### config.mk
export PLATFORM = sky130hd
export DESIGN_NAME = demux_rr_sched
export DESIGN_NICKNAME = d
export VERILOG_FILES = /design/src/rtl/demux_rr_sched.sv
export SDC_FILE = /design/constraint.sdc
export NUM_CORES = 1
export LEC_CHECK = 0
export CAP_MARGIN = 40
export CELL_PAD_IN_SITES_DETAIL_PLACEMENT = 1
export CELL_PAD_IN_SITES_GLOBAL_PLACEMENT = 1
export CORE_UTILIZATION = 42
export CTS_CLUSTER_SIZE = 25
export DETAILED_ROUTE_END_ITERATION = 16
export PLACE_DENSITY_LB_ADDON = 0.1
export SKIP_CTS_REPAIR_TIMING = 1
export SYNTH_ARGS = -nofsm -noshare
export SYNTH_HDL_FRONTEND = slang
export SYNTH_SLANG_ARGS = --single-unit
### constraint.sdc
create_clock -name Clk -period 3.25 [get_ports Clk]
set_input_delay 0.325 -clock Clk [delete_from_list [all_inputs] [get_ports Clk]]
set_output_delay 0.325 -clock Clk [all_outputs]
set_load 0.05 [all_outputs]
### src/rtl/demux_rr_sched.sv
// Round-robin scheduler that grants one of 8 demux sink channels and gates a bounded source burst per grant.
// Optional Mask input is compiled in with `define DEMUX_SCHED_MASK_EN.
module demux_rr_sched #(
    parameter int BURST_LEN = 4,
    parameter int CNT_W     = 8
) (
    input  logic       Clk,
    input  logic       Rst,
    input  logic [7:0] Req,
`ifdef DEMUX_SCHED_MASK_EN
    input  logic [7:0] Mask,
`endif
    input  logic       In_Valid,
    output logic       In_Ready,
    output logic [2:0] Sel,
    output logic       E,
    output logic [7:0] Gnt,
    output logic       Busy
);

    if (BURST_LEN < 1 || BURST_LEN > 255) begin : g_bad_burst_len
        $error("demux_rr_sched: BURST_LEN must be in 1..255");
    end
    if ((64'd1 << CNT_W) <= 64'(BURST_LEN)) begin : g_bad_cnt_w
        $error("demux_rr_sched: CNT_W too narrow for BURST_LEN");
    end

    typedef enum logic [1:0] {
        IDLE  = 2'd0,
        BURST = 2'd1,
        GAP   = 2'd2
    } state_t;

    state_t           state_q, state_d;
    logic [2:0]       sel_q, sel_d;
    logic [2:0]       last_q, last_d;
    logic             e_q, e_d;
    logic [CNT_W-1:0] cnt_q, cnt_d;

    logic [7:0] elig;
    logic [2:0] winner;
    logic [2:0] idx;
    logic       found;
    logic       beat;
    logic       last_beat;

`ifdef DEMUX_SCHED_MASK_EN
    assign elig = Req & ~Mask;
`else
    assign elig = Req;
`endif

    // Search starts one past the last served channel, so that channel ends up at lowest priority.
    always_comb begin
        winner = '0;
        idx    = '0;
        found  = 1'b0;
        for (int i = 1; i <= 8; i++) begin
            idx = last_q + 3'(i);
            if (!found && elig[idx]) begin
                winner = idx;
                found  = 1'b1;
            end
        end
    end

    assign beat      = (state_q == BURST) && In_Valid;
    assign last_beat = beat && ((cnt_q + CNT_W'(1)) == CNT_W'(BURST_LEN));

    // NOTE: every signal gets its hold value first so no path leaves it unassigned (no latch).
    always_comb begin
        state_d = state_q;
        sel_d   = sel_q;
        last_d  = last_q;
        e_d     = e_q;
        cnt_d   = cnt_q;
        unique case (state_q)
            IDLE: begin
                if (found) begin
                    state_d = BURST;
                    sel_d   = winner;
                    e_d     = 1'b1;
                    cnt_d   = '0;
                end
            end
            BURST: begin
                if (beat) begin
                    cnt_d = cnt_q + CNT_W'(1);
                end
                if (last_beat || !elig[sel_q]) begin
                    state_d = GAP;
                    e_d     = 1'b0;
                    last_d  = sel_q;
                end
            end
            GAP: begin
                state_d = IDLE;
            end
            default: begin
                state_d = IDLE;
                e_d     = 1'b0;
            end
        endcase
    end

    // NOTE: state registers use non-blocking assignments so all flops update together at the edge.
    always_ff @(posedge Clk) begin
        if (Rst) begin
            state_q <= IDLE;
            sel_q   <= '0;
            last_q  <= 3'd7;
            e_q     <= 1'b0;
            cnt_q   <= '0;
        end else begin
            state_q <= state_d;
            sel_q   <= sel_d;
            last_q  <= last_d;
            e_q     <= e_d;
            cnt_q   <= cnt_d;
        end
    end

    assign In_Ready = (state_q == BURST);
    assign Sel      = sel_q;
    assign E        = e_q;
    assign Gnt      = e_q ? (8'b1 << sel_q) : 8'b0;
    assign Busy     = (state_q != IDLE);

endmodule

==> flow_summary.toml, run 1 <==
[critical_path]
slowest_stage = "ha_1"
start_kind = "register"
crit_fanout = 13
worstSetupPathType = "reg2reg"
cp_cell_sequence = "inv_1 -> ha_1 -> mux4_2 -> nor4_4 -> a41o_1 -> nand2_4 -> a311oi_2"
critPathMaxStageDelay_ns = 0.63
critPathRequiredTime_ns = 3.42
reg2reg_setup_slack_ns = 0.42
cp.arrival_ns = 3.00
regToRegStartpoint = "last_q[1]$_SDFFE_PP1P_"
timing.rr.end = "cnt_q[6]$_SDFFE_PP0P_"
end_kind = "register"
reg2reg_depth = 7

[clock_network]
numClockSinks = 17
cts.clk_slew.worst_paths_ns = 0.07
cts_buffers = 3
clkLatencyLatePin_ns = 0.26
cts_tree = "done"
root_buffer = "clkbuf_8"
h-tree-depth = 1
cts_buffer_depth = 2

[logic_synthesis]
yosys.area_share.simple_pct = 20.68
ys_seq_elements = 17
synth_commonest_cells = "dfxtp_1 (17), nand2_1 (17), a21oi_1 (13)"
synth_nets = 201
synth_top_family_by_area = "multiplexers"
netlist_area_sq_um = 1760
synth_top_area_cell = "dfxtp_1"
synth_ff_type = "dfxtp_1"
synth_area_leaders = "dfxtp_1 (19%), mux4_2 (14%), mux2i_1 (6.8%), mux4_1 (6.0%), a311oi_2 (4.3%)"
synth_top_area_share_pct = 19.33
synth-edff-count = 0
async_flop_share_pct = 0
synth.area.mux_share_pct = 28.93
postSynthCellCount = 187
synth_compound_area_share_pct = 22.03
syn_area_per_cell_sq_um = 9.414
ys_types = 52
yosys_warnings = 0
ys_seq_area_share_pct = 19.33
synth_xor_area_share_pct = 1.990
synthAdderAreaFrac_pct = 2.132

[placement]
hpwl_mm = 3.848
gp_congestion = 0.8451
dp_cells = 255
placed_area_sq_um = 2037
place_ws_ns = 0.3652
io_buffers = 24

[layout]
drive_gt1_share_pct = 17.70
fin_area_sq_um = 2083
fillers = 461
fin_util_pct = 52.08
nets = 224
antenna_cells = 0
area_growth_pct = 18.34
fin_cells = 259

[detailed_routing]
vias = 1629
drt_iter0_drc = 106
totalWireLength_mm = 4.957
wl_per_cell_um = 19.14
drt_first_pass_iters = 4
drcViolationCount = 0
ant_nets = 0
vias_per_cell = 6.290

[min_path]
hold_class = "reg2reg"
whs_endpoint = "cnt_q[1]$_SDFFE_PP0P_"
hold_depth = 2
min_from = "cnt_q[1]$_SDFFE_PP0P_"

[pwr]
p_per_area_nw_per_um2 = 831.5
ir_drop_mv = 0.2848
power_leakage_nw = 0.7326

[global_routing]
grt-ovfl-total = 0
grt_pass1_wl_mm = 7.900
antenna_found_initial = 0
grt_pass1_vias = 1595
grt_max_degree = 14
gr-usage-all-layers_pct = 24.23

[sta]
min_period_ns = 2.832
fin_setup_tns_ns = 0
finalSetupViolations = 0
finalCritPeriodShare_pct = 87.14
worst_slack_ns = 0.4180
fin_skew_ns = 0.003068
worstMarginPinSlew_ns = 0.6279
max_freq_mhz = 353.1
slew_headroom_pct = 58.01
maxSlewViolCount = 0
finalHoldViolCount = 0
rsz0062_at_grt = "false"

[floorplanning]
die_area_sq_um = 4454
die_h_um = 66.74
io_pins = 25
die_w_um = 66.74
coreArea_sq_um = 4000
start_util_pct = 44.01
rows = 23

[job]
cap_viol_max_count = 0

[status]
status = "finished clean"
[flip-flops by register name (all words and copies together), names as in the netlist]
register	flops
last_q	3
cnt_q	8
E	1
Sel	3
state_q	2
[worst max-delay path: cells and delay by family (launching register included)]
family,cells,cell delay (ns)
compound gates,2,0.70
fa+ha+maj,1,0.63
simple gates,2,0.52
mux,1,0.45
flops,1,0.35
buf+inv,1,0.08
[power breakdown]
part	total (mW)	internal, mW	switching [mW]
clock network	0.165	0.0853	0.0798
registers	0.315	0.247	0.0679
logic	1.25	0.509	0.743
[through the flow]
| step | total power [mW] | hold slack, ns |
|---|---|---|
| floorplan | 1.267 | 0.4021 |
| global placement | 1.512 | 0.4593 |
| detailed placement | 1.568 | 0.4706 |
| CTS | 1.737 | 0.4801 |
| global route | 1.837 | 0.5044 |
| finish | 1.732 | 0.4801 |
[layout make-up]
class                      instances  area [sq um]  share of cell area [%]
clock buffer                       3         41.29                   1.982
clock inverter                     1         5.005                  0.2402
inverter                           6         22.52                   1.081
sequential                        17         340.3                   16.34
tap                               50         62.56                   3.003
timing repair buffer              29         277.8                   13.33
multi-input combinational        153          1334                   64.02
[worst max path at each step]
stage | slack [ns] | startpoint | depth (start not counted) | endpoint
floorplan | 0.59 | last_q[1]$_SDFFE_PP1P_ | 10 | Sel[2]$_SDFFE_PP0P_
global placement | 0.51 | Req[2] | 6 | cnt_q[6]$_SDFFE_PP0P_
detailed placement | 0.37 | Req[2] | 6 | cnt_q[7]$_SDFFE_PP0P_
CTS | 0.41 | last_q[1]$_SDFFE_PP1P_ | 7 | cnt_q[5]$_SDFFE_PP0P_
global route | 0.24 | last_q[1]$_SDFFE_PP1P_ | 7 | cnt_q[6]$_SDFFE_PP0P_
finish | 0.42 | last_q[1]$_SDFFE_PP1P_ | 7 | cnt_q[6]$_SDFFE_PP0P_
[placed cells by master (no fill, tap or decap), drive strengths merged, types with 5 or more instances in the layout]
| cell type | count |
|---|---|
| mux4 | 15 |
| dfxtp | 17 |
| nand2 | 19 |
| nor2 | 12 |
| inv | 5 |
| a21oi | 13 |
| buf | 5 |
| nand3 | 5 |
| mux2i | 13 |
| nand2b | 9 |
| a311oi | 5 |
| o21ai | 9 |
| clkdlybuf4s50 | 24 |
[cells by family after synthesis]
logic type               Yosys count
AND/OR/NAND/NOR                   67
AO/OA/AOI/OAI                     49
multiplexers                      30
buffers and inverters             17
flip-flops                        17
XOR/XNOR                           4
adder cells (fa/ha/maj)            3
[per-layer routing]
layer	global-route usage, %	wire, um	vias to the layer above
met3	2.226	114	15
met2	43.06	2591	26
met5	0	0	-
li1	-	-	770
met4	12.50	148	0
met1	28.57	2103	818
Power figures use the tool's default switching activity.
==> run 2: changes to the inputs <==
--- a/config.mk
+++ b/config.mk
@@ -11,7 +11,7 @@
 export CORE_UTILIZATION = 42
 export CTS_CLUSTER_SIZE = 25
 export DETAILED_ROUTE_END_ITERATION = 16
-export PLACE_DENSITY_LB_ADDON = 0.1
+export PLACE_DENSITY = 0.86
 export SKIP_CTS_REPAIR_TIMING = 1
 export SYNTH_ARGS = -nofsm -noshare
 export SYNTH_HDL_FRONTEND = slang
==> flow_summary.toml, run 2 (same netlist as run 1, synthesis figures left out) <==
[clock_network]
cts_buffer_depth = 2
root_buffer = "clkbuf_8"
h-tree-depth = 1
numClockSinks = 17
cts_buffers = 3
cts.clk_slew.worst_paths_ns = 0.07
cts_tree = "done"
clkLatencyLatePin_ns = 0.25

[detailed_routing]
vias_per_cell = 6.287
drt_first_pass_iters = 4
drt_iter0_drc = 97
drcViolationCount = 0
totalWireLength_mm = 4.762
ant_nets = 0
wl_per_cell_um = 18.46
vias = 1622

[sta]
min_period_ns = 2.843
finalCritPeriodShare_pct = 87.49
finalHoldViolCount = 0
fin_skew_ns = 0.003397
rsz0062_at_grt = "false"
maxSlewViolCount = 0
finalSetupViolations = 0
slew_headroom_pct = 59.71
max_freq_mhz = 351.7
fin_setup_tns_ns = 0
worstMarginPinSlew_ns = 0.6025

[min_path]
whs_endpoint = "cnt_q[1]$_SDFFE_PP0P_"
hold_class = "reg2reg"
hold_depth = 2
min_from = "cnt_q[1]$_SDFFE_PP0P_"

[status]
status = "finished clean"

[global_routing]
gr-usage-all-layers_pct = 23.16
grt_max_degree = 14
grt_pass1_wl_mm = 7.893
grt-ovfl-total = 0
grt_pass1_vias = 1673
antenna_found_initial = 0

[job]
cap_viol_max_count = 0

[critical_path]
worstSetupPathType = "reg2reg"
start_kind = "register"
reg2reg_setup_slack_ns = 0.41
regToRegStartpoint = "last_q[0]$_SDFFE_PP1P_"
end_kind = "register"
cp.arrival_ns = 3.00
critPathRequiredTime_ns = 3.41
crit_fanout = 13
timing.rr.end = "cnt_q[3]$_SDFFE_PP0P_"
reg2reg_depth = 7

[layout]
layout_common_cells = "clkdlybuf4s50_1 (24), dfxtp_1 (17), nand2_1 (17), a21oi_1 (13)"
drive_gt1_share_pct = 16.83
fillers = 474
fin_area_sq_um = 2074
nets = 223
layout_commonest_cell = "clkdlybuf4s50_1"
regMostFlops = "cnt_q"
antenna_cells = 0
area_growth_pct = 17.84
largest_reg_flops = 8

[pwr]
p_per_area_nw_per_um2 = 820.9
ir_drop_mv = 0.3717
power_leakage_nw = 0.7246

[floorplanning]
start_util_pct = 44.01
io_pins = 25
coreArea_sq_um = 4000
rows = 23
die_w_um = 66.74
die_h_um = 66.74
die_area_sq_um = 4454

[placement]
gp_congestion = 0.8348
io_buffers = 24
placed_area_sq_um = 2029
hpwl_mm = 3.533
## run 2: changes by cell type in the layout (fill, tap and decap cells not counted)
| cell | before | now |
|---|---|---|
| clkbuf_1 | 0 | 1 |
| clkinv_2 | 1 | 0 |
| buf_4 | 5 | 4 |
## run 2: area by class of cell
cell class                      count  area, sq um  share of cell area [%]
Multi-Input combinational cell    153         1334                   64.29
Sequential cell                    17        340.3                   16.41
Timing Repair Buffer               28        270.3                   13.03
Tap cell                           50        62.56                   3.016
Clock buffer                        4        45.04                   2.171
Inverter                            6        22.52                   1.086
## run 2: metrics by stage
step	instances	total power [mW]	utilization [%]	hold WS, ns	setup slack, ns
global route	258	1.816	51.86	0.5026	0.2221
finish	258	1.703	51.86	0.4746	0.4066
CTS	258	1.703	51.86	0.4736	0.4061
floorplan	187	1.267	-	0.4021	0.5867
detailed placement	254	1.538	50.74	0.4666	0.3967
global placement	254	1.508	50.74	0.4626	0.4774
## run 2: how the worst max path moves through the flow
| stage | start | to | slack [ns] |
|---|---|---|---|
| 4_1_cts | last_q[0]$_SDFFE_PP1P_ | cnt_q[7]$_SDFFE_PP0P_ | 0.41 |
| 3_5_place_dp | Req[1] | cnt_q[7]$_SDFFE_PP0P_ | 0.40 |
| 2_1_floorplan | last_q[1]$_SDFFE_PP1P_ | Sel[2]$_SDFFE_PP0P_ | 0.59 |
| 5_1_grt | last_q[0]$_SDFFE_PP1P_ | cnt_q[4]$_SDFFE_PP0P_ | 0.22 |
| 6_report | last_q[0]$_SDFFE_PP1P_ | cnt_q[3]$_SDFFE_PP0P_ | 0.41 |
| 3_3_place_gp | Req[1] | cnt_q[5]$_SDFFE_PP0P_ | 0.48 |
## run 2: report_power, final
part	leakage, nW	internal, mW	switching, mW	total, mW
Clock	0.0228	0.0869	0.0700	0.157
Combinational	0.563	0.504	0.727	1.23
Sequential	0.139	0.247	0.0671	0.314
## run 2: metal layers
layer | track usage, % | vias up | routed length (um)
met3 | 2.911 | 6 | 86
met1 | 28.60 | 826 | 2174
met5 | 0 | - | 0
met2 | 41.92 | 18 | 2462
li1 | - | 772 | -
met4 | 5.851 | 0 | 40
## run 2: critical path, cell delays in order, from the launching register on
cell      delay [ns]
dfxtp_1         0.36
inv_2           0.10
ha_1            0.61
mux4_2          0.44
nor4_4          0.38
a41o_1          0.46
nand2_4         0.15
a311oi_2        0.25
